$ cat config.mk
export PLATFORM = sky130hd
export DESIGN_NAME = pool_stream_clked
export DESIGN_NICKNAME = d
export VERILOG_FILES = /design/src/rtl/cnn_pkg.sv /design/src/rtl/pool_line_buffer.sv /design/src/rtl/pool_stream_clked.sv
export SDC_FILE = /design/constraint.sdc
export NUM_CORES = 1
export LEC_CHECK = 0
export ABC_AREA = 1
export CAP_MARGIN = 10
export CORE_ASPECT_RATIO = 1.2
export CORE_UTILIZATION = 48
export DETAILED_ROUTE_END_ITERATION = 8
export GPL_TIMING_DRIVEN = 0
export PLACE_DENSITY = 0.67
export SLEW_MARGIN = 20
export SYNTH_ARGS = -nofsm -noshare
export SYNTH_HDL_FRONTEND = slang
export SYNTH_SLANG_ARGS = --single-unit
$ cat constraint.sdc
create_clock -name clk -period 4.8 [get_ports clk]
set_clock_uncertainty 0.15 [all_clocks]
set_input_delay 1.44 -clock clk [delete_from_list [all_inputs] [get_ports clk]]
set_output_delay 1.44 -clock clk [all_outputs]
set_load 0.05 [all_outputs]
$ cat src/rtl/cnn_pkg.sv
// Shared constants and types for the convolution-engine pooling stage.
package cnn_pkg;

    localparam int DATA_W  = 16;
    localparam int MAX_MAP = 32;

    typedef enum logic [1:0] {
        IDLE,
        RUN,
        DONE
    } pool_state_t;

    // Wide enough for the sum of four DATA_W-bit signed pixels.
    typedef logic signed [DATA_W+1:0] pool_acc_t;

endpackage

$ cat src/rtl/pool_line_buffer.sv
// Line buffer for pair-reduced values of an even row.
// One synchronous write port and one asynchronous read port. Contents are not reset.
module pool_line_buffer
    import cnn_pkg::*;
#(
    parameter  int WIDTH = DATA_W + 1,
    parameter  int DEPTH = MAX_MAP / 2,
    localparam int AW    = $clog2(DEPTH)
) (
    input  logic             clk,
    input  logic             we,
    input  logic [AW-1:0]    waddr,
    input  logic [WIDTH-1:0] wdata,
    input  logic [AW-1:0]    raddr,
    output logic [WIDTH-1:0] rdata
);

    logic [WIDTH-1:0] mem [DEPTH];

    // Store one pair-reduced value per pooled column.
    always_ff @(posedge clk) begin
        if (we) begin
            mem[waddr] <= wdata;
        end
    end

    assign rdata = mem[raddr];

endmodule

$ cat src/rtl/pool_stream_clked.sv
// 2x2 stride-2 pooling over a raster-order stream of convolved pixels.
// Build option: define POOL_MAX_EN for max pooling; default build averages.
module pool_stream_clked
    import cnn_pkg::*;
#(
    parameter int DATA_W  = cnn_pkg::DATA_W,
    parameter int MAX_MAP = cnn_pkg::MAX_MAP
) (
    input  logic                     clk,
    input  logic                     reset,
    input  logic                     start,
    input  logic [15:0]              mapSize,
    input  logic                     in_valid,
    input  logic signed [DATA_W-1:0] in_data,
    output logic                     in_ready,
    output logic                     out_valid,
    output logic signed [DATA_W-1:0] out_data,
    input  logic                     out_ready,
    output logic                     done
);

    localparam int AW = $clog2(MAX_MAP / 2);

`ifdef POOL_MAX_EN
    localparam int LB_W = DATA_W;

    function automatic logic signed [LB_W-1:0] combine_pair(
        input logic signed [DATA_W-1:0] a,
        input logic signed [DATA_W-1:0] b
    );
        return (a > b) ? a : b;
    endfunction

    function automatic logic signed [DATA_W-1:0] combine_quad(
        input logic signed [LB_W-1:0] a,
        input logic signed [LB_W-1:0] b
    );
        return (a > b) ? a : b;
    endfunction
`else
    localparam int LB_W = DATA_W + 1;

    function automatic logic signed [LB_W-1:0] combine_pair(
        input logic signed [DATA_W-1:0] a,
        input logic signed [DATA_W-1:0] b
    );
        return {a[DATA_W-1], a} + {b[DATA_W-1], b};
    endfunction

    // Quad sum fits in DATA_W+2 bits; arithmetic shift floors toward -inf.
    function automatic logic signed [DATA_W-1:0] combine_quad(
        input logic signed [LB_W-1:0] a,
        input logic signed [LB_W-1:0] b
    );
        logic signed [DATA_W+1:0] s;
        s = {a[LB_W-1], a} + {b[LB_W-1], b};
        return s[DATA_W+1:2];
    endfunction
`endif

    pool_state_t state, state_nxt;

    logic [15:0]              ms;
    logic [15:0]              row;
    logic [15:0]              col;
    logic                     map_end;
    logic signed [DATA_W-1:0] hold_p0;

    logic                     accept;
    logic                     start_take;
    logic                     last_pix;
    logic                     produce;
    logic                     lb_we;
    logic signed [LB_W-1:0]   pair_val;
    logic signed [LB_W-1:0]   lb_rd;
    logic [LB_W-1:0]          lb_rdata;

    assign in_ready   = (state == RUN) && !map_end && (!out_valid || out_ready);
    assign accept     = in_valid && in_ready;
    assign start_take = start && (state != RUN);
    assign last_pix   = (row == ms - 16'd1) && (col == ms - 16'd1);
    assign produce    = accept && row[0] && col[0];
    assign lb_we      = accept && !row[0] && col[0];
    assign pair_val   = combine_pair(hold_p0, in_data);
    assign lb_rd      = lb_rdata;
    assign done       = (state == DONE);

    pool_line_buffer #(
        .WIDTH (LB_W),
        .DEPTH (MAX_MAP / 2)
    ) u_linebuf (
        .clk   (clk),
        .we    (lb_we),
        .waddr (col[AW:1]),
        .wdata (pair_val),
        .raddr (col[AW:1]),
        .rdata (lb_rdata)
    );

    // Next-state logic: start launches a map, end of map waits for the output register to drain.
    always_comb begin
        state_nxt = state;
        case (state)
            IDLE, DONE: begin
                if (start) begin
                    if (mapSize < 16'd2 || mapSize > 16'(MAX_MAP)) begin
                        state_nxt = DONE;
                    end else begin
                        state_nxt = RUN;
                    end
                end
            end
            RUN: begin
                if (map_end && !out_valid) begin
                    state_nxt = DONE;
                end
            end
            default: state_nxt = IDLE;
        endcase
    end

    // State register and raster counters; map size is latched on an accepted start.
    always_ff @(posedge clk) begin
        if (reset) begin
            state   <= IDLE;
            row     <= '0;
            col     <= '0;
            map_end <= 1'b0;
        end else begin
            state <= state_nxt;
            if (start_take) begin
                ms      <= mapSize;
                row     <= '0;
                col     <= '0;
                map_end <= 1'b0;
            end else if (accept) begin
                if (last_pix) begin
                    map_end <= 1'b1;
                end
                if (col == ms - 16'd1) begin
                    col <= '0;
                    row <= row + 16'd1;
                end else begin
                    col <= col + 16'd1;
                end
            end
        end
    end

    // Even-column pixel waits here for its horizontal partner.
    always_ff @(posedge clk) begin
        if (accept && !col[0]) begin
            hold_p0 <= in_data;
        end
    end

    // Output register: loads on the fourth pixel of a window, empties when the consumer takes it.
    always_ff @(posedge clk) begin
        if (reset) begin
            out_valid <= 1'b0;
            out_data  <= '0;
        end else if (produce) begin
            out_valid <= 1'b1;
            out_data  <= combine_quad(lb_rd, pair_val);
        end else if (out_ready) begin
            out_valid <= 1'b0;
        end
    end

endmodule
# After elaboration in Yosys (flattened, before gate mapping)
# Memory sizes are Yosys's and may differ from the RTL's. A register that Yosys moved wholly into a read port is not among the register bits.
# Index checks and enable logic that the tools add are counted.
# classes
addsub	5
magnitude_cmp	2
n_eq_ne	7
mux	11
bitwise	1
reduce_logical	25
# op_table
cell	count
adder 16 x 1 -> 16 bit (second input constant)	2
== test 16 bit	2
adder 17 x 17 -> 18 bit	1
adder 16 x 16 -> 17 bit	1
greater-than comparator 16 x 6 -> 1 bit (second input constant)	1
< comparator 16 x 2 -> 1 bit (second input constant)	1
2-to-1 mux 16 bit	1
subtractor 16 x 1 -> 16 bit (second input constant)	1
logical AND 1 bit	11
2-to-1 mux 4 bit	2
AND reduction 2 bit	4
2-to-1 mux 2 bit	3
logical NOT 1 bit	4
2-to-1 mux 1 bit	4
inequality test 2 x 1 -> 1 bit (second input constant)	2
case mux 2 bit (2 select lines)	1
OR reduction 2 bit	2
== test 2 x 1 -> 1 bit (second input constant)	1
== test 2 bit (second input constant)	1
logical NOT 2 bit	1
logical OR 1 bit	2
inequality test 2 bit (second input constant)	1
nonzero test 2 bit	1
NOT 1 bit	1
# totals
ff_bits	84
mem_bits_rw	272
input_bits	37
output_inout_bits	19
elab_cells	60
mem_count	1
# mem_list
memory	words	width	rd	rd_ports_with_merged_regs	wr	line_no	source
u_linebuf.mem	16	17	1	1	1	pool_line_buffer.sv:18	logic [WIDTH-1:0] mem [DEPTH];

# Depth between registers and ports, before layout
# Gate-level depths: netlist of run 1.
# depth
depth_word	8
mapped_depth	23
mapped_depth_nobuf	21

# Modules after synthesis
# Synthesis of run 1 repeated with hierarchy kept, for this count alone.
# hier_totals
cells_unflattened	2018
hier_area_um2	17986.0
# modules_own_cells
module	instances	cells_per_inst	area_per_inst_um2	seq_area_each_um2
pool_line_buffer	1	1124	11688.7	8167.8
pool_stream_clked	1	894	6297.3	2001.9

# Worst setup path after synthesis of run 1
# OpenSTA, ideal clock, no wires.
# synth_path
path_type	input -> register
start	input port in_data[0]
end	register out_data[15]
setup_ns	0.128
arrival_ns	4.838
t_required_ns	4.522
path_slack_ns	-0.316
stages	18
path_buffers	0
cell_sequence	ha_1 -> inv_1 -> fa_1 -> nor4_1 -> nor2_1 -> o21ai_1 -> a21boi_0 -> o21ai_1 -> nand3_1 -> nand2_1 -> xor2_1 -> ha_1 -> a21oi_1 -> o21bai_1 -> a221oi_1 -> nand2_1 -> xor2_1 -> a21oi_1
# synth_via
elab_chain_len	2
# synth_rtl
item	line_no	source
start: declaration	pool_stream_clked.sv:14	input logic signed [DATA_W-1:0] in_data,
adder 16 x 16 -> 17 bit	pool_stream_clked.sv:47	return {a[DATA_W-1], a} + {b[DATA_W-1], b};
named net pair_val[14]	pool_stream_clked.sv:74	logic signed [LB_W-1:0] pair_val;
adder 17 x 17 -> 18 bit	pool_stream_clked.sv:56	s = {a[LB_W-1], a} + {b[LB_W-1], b};
end signal: assignment	pool_stream_clked.sv:164	out_data <= combine_quad(lb_rd, pair_val);
end: declaration	pool_stream_clked.sv:17	output logic signed [DATA_W-1:0] out_data,
# The timed path passes the listed nets, and every way through them passes these cells.
# A chain may end at the register's enable or synchronous reset.

# Worst setup path after layout of run 1
# layout_path
start	input port in_data[4]
end	register out_data[14]
# Same word-level chain as after synthesis.

==> results of run 1 <==
-- cell type report --
cell class / instances / area, um^2 / area share, %
Sequential cell: 360 / 10250 / 51.52
Multi-Input combinational cell: 1035 / 6143 / 30.88
Timing Repair Buffer: 96 / 975.9 / 4.906
Buffer: 65 / 284.0 / 1.428
Clock buffer: 46 / 969.7 / 4.874
Tap cell: 456 / 570.5 / 2.868
Clock inverter: 18 / 167.7 / 0.8428
Inverter: 140 / 533.0 / 2.679
-- metrics by stage --
stage	total power [uW]	cell area [um^2]
4_1_cts	6684	19730
6_report	6679	19890
2_1_floorplan	3724	16830
3_3_place_gp	3870	17950
3_5_place_dp	3887	18300
5_1_grt	6853	19890
-- power by group --
group / leakage [uW] / switching (uW) / internal [uW]
combinational: 0.00352 / 293 / 164
sequential: 0.00319 / 6.86 / 3430
clock: 0.000557 / 1190 / 1590
-- per-layer routing --
metal  part of all wire (%)  wire [um]  vias up  global-route usage, %
met5                      0          0        -                      0
met4                    5.3       2517        0                  14.54
met3                    6.0       2872      105                  3.425
met2                     52      24570      491                  49.34
met1                     37      17690     6153                  30.45
li1                       -          -     5953                      -
-- cells by family after synthesis --
kind of cell    share of synthesized area [%]
compound gates                          11.77
xor+xnor                                3.684
flops                                   61.08
simple gates                            15.90
buf+inv                                 4.824
fa+ha+maj                               2.729
-- tightest hold or removal path: cells and delay by family, from the launching register on --
family / cells / cell delay (ps)
and+or+nand+nor: 1 / 70
AOI/OAI and AO/OA: 1 / 50
DFF: 1 / 340
-- timing repair --
item	CTS	global route
hold endpoints to repair	0	0
setup endpoints to repair	10	6
buffers inserted	15	7
gates resized for setup	33	22
pin swaps	11	5
hold buffers	0	0
-- path summary, 6_finish.rpt --
check             startpoint  slack [ps]  cells after the start           end
setup / recovery  in_data[4]         220                     18  out_data[14]
hold / removal       row[11]         360                      2       row[11]
setup reg to reg   flip-flop         320                     16  out_data[11]
hold reg to reg      row[11]         360                      2       row[11]
-- cell usage in the layout, fill, tap and decap left out, types with 11 or more instances in the layout --
cell,n
dfxtp_1,56
o21ai_0,45
buf_6,14
a221oi_1,43
clkbuf_1,51
nor2_2,25
nand3_1,77
inv_1,129
xor2_1,48
clkbuf_16,37
buf_4,24
ha_1,26
nor3_1,23
o31ai_1,14
a311o_1,13
edfxtp_1,304
a21oi_1,153
buf_1,11
nand2_1,325
clkdlybuf4s50_1,51
nor2_1,98
nand4_1,25
-- state kept, by name, summed over array words and instances, names as in the netlist, named ones only --
signal and flops:
col 16, hold_p0 16, map_end 1, ms 16, out_data 16, out_valid 1, row 16, state 2
u_linebuf.mem 272
==> key figures, run 1 <==
Pwr
  • PwrDens: 335.7 nW/um^2
  • VDD IR max: 0.2341 mV
  • Lkg Pwr: 0.007263 uW

Hold path
  • Worst hold path class: flip-flop to flip-flop

Synthesis
  • Syn_nets: 1673
  • Top-count cell post-synth: nand2_1
  • Post-synth top cells: nand2_1 (327), edfxtp_1 (304), a21oi_1 (160), inv_1 (131), nor2_1 (116)
  • Area contributors post-synth: edfxtp_1 (54%), nand2_1 (7.3%), dfxtp_1 (6.7%), a21oi_1 (4.8%), inv_1 (2.9%)
  • Synth area leader: edfxtp_1
  • Synth Flop Type: edfxtp_1
  • Syn avg cell area: 10.49 um^2
  • Unique masters post-synth: 54
  • Syn Inst Count: 1600
  • Async SR Flop Fraction: 0%
  • Cell area after synthesis: 16780 um^2
  • Post-synth EDFFs: 304
  • Count of warnings emitted by yosys: 0
  • Yosys reg bits: 360
  • Sequential share of the synthesized area: 61.08%
  • Yosys top cell area share: 54.40%

STA
  • Worst Hold Slack: 356.2 ps
  • Tightest Pin Transition: 908.9 ps
  • Sum Neg Setup Slack: 0 ps
  • Fin crit share: 95.43%
  • Fin. max-slew vios: 0
  • Final setup vio count: 0
  • Final Hold Viols: 0
  • Max Fclk: 218.3 MHz
  • Crit path time final: 4581 ps
  • Worst slew margin: 39.41%
  • Final WS setup: 219.2 ps

Drt
  • DR iter-0 viols: 1215
  • Antenna Violating Nets Remaining: 0
  • DR vias: 12700
  • Drc violations: 0
  • First-pass DRT Iterations: 7
  • WL final: 47.65 mm
  • Drt via density: 5.732
  • Routed length per instance: 21.50 um

Floorplanning
  • FP Rows: 74
  • Core ar.: 34260 um^2
  • Die H: 206.8 um
  • Initial Utilization: 48.98%
  • Die width: 172.7 um
  • I/O pins: 56
  • Die Area: 35710 um^2

Clocking
  • Sink Count: 360
  • CTS max path bufs: 3
  • Clock transition at path regs: 60 ps
  • CTS tree: built
  • Clock Latency Late Sink: 540 ps
  • CTS Buf Count: 37
  • H-Tree Depth: 2
  • Root Driver: clkbuf_16

Layout
  • Antenna cells: 0
  • Post-route insts no fill: 2216
  • Util after Layout: 58.07%
  • Filler instances: 2849
  • Layout overhead on the synthesized area: 18.56%
  • Share of cells above drive strength 1: 11.65%
  • Total Nets Final: 1808

GRT
  • Largest net degree at the start of global routing: 19
  • All-layer global routing usage: 26.80%
  • Initial antenna violation count: 0
  • Vias in the first global route: 12340
  • First-pass GRT wire length: 71.93 mm
  • GRT Residual Overflow: 0

Setup path
  • Crit path DAT: 4860 ps
  • WP data required: 5080 ps
  • Crit-path slowest cell: o41ai_1
  • Critical-path cell list: clkdlybuf4s50_1 -> ha_1 -> inv_1 -> nor3_4 -> a21oi_4 -> buf_4 -> o41ai_1 -> xor2_2 -> buf_4 -> ha_1 -> nand2_1 -> inv_1 -> nand3_1 -> o221a_2 -> nand3_1 -> nand3_1 -> nand2_1 -> inv_1
  • Buffers plus inverters on the worst setup path: 6
  • Critical path type: input pin to flip-flop
  • Critical Path Max Stage Delay: 490 ps
  • Top delay family on crit path: buffers and inverters
  • Crit path launch type: input pin
  • Critical Path Fanout Max: 5
  • Critical path endpoint category: flip-flop

Job
  • Max Cap Viol: 0

Place
  • DP HPWL: 33.47 mm
  • Placer Congestion: 0.9553
  • Cells after DPL: 2130
  • Pre-CTS WS: -1712 ps
  • IO Port Bufs: 55

Run status
  • Status: finished, final reports clean
(Power assumes the default switching activity.)
==> run 2: changes to the inputs <==
--- a/config.mk
+++ b/config.mk
@@ -10,9 +10,9 @@
 export CORE_ASPECT_RATIO = 1.2
 export CORE_UTILIZATION = 48
 export DETAILED_ROUTE_END_ITERATION = 8
+export DONT_BUFFER_PORTS = 1
 export GPL_TIMING_DRIVEN = 0
-export PLACE_DENSITY = 0.67
-export SLEW_MARGIN = 20
+export PLACE_DENSITY = 0.65
 export SYNTH_ARGS = -nofsm -noshare
 export SYNTH_HDL_FRONTEND = slang
 export SYNTH_SLANG_ARGS = --single-unit
==> key figures, run 2 (synthesis results as in run 1) <==
Run status
  • Status: finished, final reports clean

Pwr
  • PwrDens: 348.6 nW/um^2 (+3.8%)
  • Sw Share: 21.85% (-0.42 points)
  • Lkg Pwr: 0.007049 uW (-2.9%)
  • Part of the power in registers: 51.3% (-0.2 points)
  • VDD IR max: 0.4597 mV (+96%)
  • Comb power frac: 5.9% (-0.9 points)
  • Clock Power Share: 42.8% (+1.1 points)
  • Total power: 6707 uW (+0.43%)
  • Internal power: 5242 uW (+0.97%)
  • P_sw: 1466 uW (-1.5%)

Floorplanning
  • Initial Utilization: 48.98% (unchanged)
  • Die width: 172.7 um (unchanged)
  • Core ar.: 34260 um^2 (unchanged)
  • Die Area: 35710 um^2 (unchanged)
  • Die H: 206.8 um (unchanged)
  • FP Rows: 74 (unchanged)
  • I/O pins: 56 (unchanged)

STA
  • Final Hold Viols: 0 (unchanged)
  • Fin crit share: 95.77% (+0.33 points)
  • Max Fclk: 217.5 MHz (-0.35%)
  • Final setup vio count: 0 (unchanged)
  • Crit path time final: 4597 ps (+16.05 ps)
  • RSZ-0062 raised after global routing: no
  • Sum Neg Setup Slack: 0 ps (unchanged)
  • Worst slew margin: 21.44% (-18 points)
  • Tightest Pin Transition: 1178 ps (+269.6 ps)
  • Fin. max-slew vios: 0 (unchanged)
  • Final WS setup: 203.1 ps (-16.05 ps)

Hold path
  • Hold EP: state[1]
  • Worst Hold Path Cells: 2 (unchanged)
  • Hold_sp: state[1]
  • Worst hold path class: flip-flop to flip-flop

Layout
  • Layout overhead on the synthesized area: 14.65%
  • Antenna cells: 0 (unchanged)
  • Area occupied by multi-input gates: 5943 um^2 (-3.3%)
  • Util after Layout: 56.16% (-1.9 points)
  • Filler instances: 2959 (+3.9%)
  • Most frequent cells in the layout: nand2_1 (326), edfxtp_1 (304), a21oi_1 (158)
  • Register Area: 10250 um^2 (unchanged)
  • Most common cell after layout, fill and taps aside: nand2_1
  • Top reg by flops: u_linebuf.mem
  • Share of cells above drive strength 1: 10.51% (-1.1 points)
  • Total Nets Final: 1748 (-3.3%)
  • Number of flip-flops in the largest register: 272 (unchanged)
  • Final instance area: 19240 um^2 (-3.3%)

GRT
  • First-pass GRT wire length: 71.55 mm (-0.53%)
  • All-layer global routing usage: 26.68% (-0.13 points)
  • Vias in the first global route: 12400 (+0.49%)
  • GRT Residual Overflow: 0 (unchanged)
  • Initial antenna violation count: 0 (unchanged)
  • Largest net degree at the start of global routing: 19 (unchanged)

Setup path
  • R2R cell count: 16 (unchanged)
  • Crit path DAT: 4840 ps (-20 ps)
  • Critical path type: flip-flop to flip-flop
  • CP most frequent cell: a21oi_1
  • Crit path launch type: flip-flop
  • Critical Path Max Stage Delay: 690 ps (+200 ps)
  • Top delay family on crit path: compound AO/OA/AOI/OAI gates
  • Critical path endpoint category: flip-flop
  • Buffers plus inverters on the worst setup path: 4 (-2)
  • Worst R2R End: out_data[11]
  • Critical Path Fanout Max: 10 (+5)
  • Critical-path cell list: buf_2 -> clkbuf_1 -> clkbuf_1 -> a21oi_1 -> a221oi_1 -> a311o_1 -> o31ai_1 -> inv_1 -> ha_1 -> a21oi_1 -> o21ai_0 -> a21oi_1 -> nand2_1 -> a21boi_0 -> or2_2 -> a31oi_1
  • Reg2Reg Setup Slack: 200 ps (-120 ps)
  • Crit-path slowest cell: a221oi_1
  • WP data required: 5040 ps (-40 ps)

Place
  • DP HPWL: 33.13 mm (-0.99%)
  • Placed inst area: 17810 um^2 (-2.6%)
  • Placer Congestion: 0.9463 (-0.94%)
  • IO Port Bufs: 0 (-100%)
  • Pre-CTS WS: -1064 ps (+648.4 ps)

Clocking
  • Clock Latency Late Sink: 540 ps (about the same)
  • CTS Buf Count: 37 (unchanged)
  • Hold buffer count at cts: 0 (unchanged)
  • H-Tree Depth: 2 (unchanged)
  • Sink Count: 360 (unchanged)
  • Clock transition at path regs: 60 ps (about the same)
  • CTS max path bufs: 3 (unchanged)
  • CTS tree: built
  • Root Driver: clkbuf_16

Drt
  • WL final: 47.14 mm (-1.1%)
  • Antenna Violating Nets Remaining: 0 (unchanged)
  • Drt via density: 5.791 (+1.0%)
  • Drc violations: 0 (unchanged)
  • Routed length per instance: 21.84 um (+1.5%)
  • DR iter-0 viols: 1067 (-12%)
  • DR vias: 12500 (-1.6%)
  • First-pass DRT Iterations: 7 (unchanged)

Job
  • Max Cap Viol: 0 (unchanged)
==> run 2: cell types whose count changed in the layout (fill, tap and decap cells not counted), sizes merged <==
cell	previous run	this run
inv	139	138
clkbuf	90	95
buf	63	58
dlygate4sd2	1	0
dlymetal6s2s	2	0
clkinvlp	3	1
clkdlybuf4s50	51	0
==> run 2: power by group through the flow <==
stage,Combinational [uW],Sequential (uW),Clock [uW]
6_report,395,3440,2870
5_1_grt,428,3440,3010
4_1_cts,370,3440,2910
3_5_place_dp,349,3510,0
3_3_place_gp,323,3510,0
2_1_floorplan,218,3510,0
==> run 2: metal layers <==
layer / wire length, um / vias up / GRT usage, %
met3: 2614 / 121 / 3.553
met4: 2991 / 0 / 15.87
li1: - / 5819 / -
met2: 23990 / 436 / 48.79
met1: 17540 / 6127 / 29.93
met5: 0 / - / 0
==> run 2: worst reg2reg max path: cells and delay by family (launching register included) <==
kind                     cells  cell delay, ps
adder cells (fa/ha/maj)      1             290
flip-flops                   1             350
AND/OR/NAND/NOR              2             280
buffers and inverters        4            1360
AO/OA/AOI/OAI                9            2040
==> run 2: how the worst max path moves through the flow <==
stage / startpoint / to / slack (ps) / cells after the start
2_1_floorplan: in_data[0] / out_data[15] / -100 / 17
3_3_place_gp: in_data[0] / out_data[15] / -1360 / 17
3_5_place_dp: in_data[3] / out_data[14] / -1060 / 19
4_1_cts: in_data[0] / out_data[15] / 50 / 19
5_1_grt: in_data[0] / out_data[15] / 20 / 19
6_report: flip-flop / out_data[11] / 200 / 16
==> run 2: area by class of cell <==
type	count	share of cell area, %
clock buffer	52	5.431
timing repair buffer	36	2.400
inverter	140	2.751
tap	456	2.966
sequential	360	53.28
multi-input combinational	1035	30.89
buffer	65	1.476
clock inverter	15	0.8065
==> run 2: what timing repair did <==
item / CTS / global route
buffers inserted: 4 / 7
endpoints found under the hold margin: 0 / 0
cloned: 0 / 0
gates resized for setup: 11 / 10
setup endpoints to repair: 8 / 6
pin swaps: 4 / 3
==> run 2: through the flow <==
| stage | hold slack [ps] | instances |
|---|---|---|
| 2_1_floorplan | 313.8 | 1600 |
| 3_3_place_gp | 336.5 | 2056 |
| 3_5_place_dp | 344.1 | 2080 |
| 4_1_cts | 356.8 | 2151 |
| 5_1_grt | 376.6 | 2159 |
| 6_report | 350.5 | 2159 |
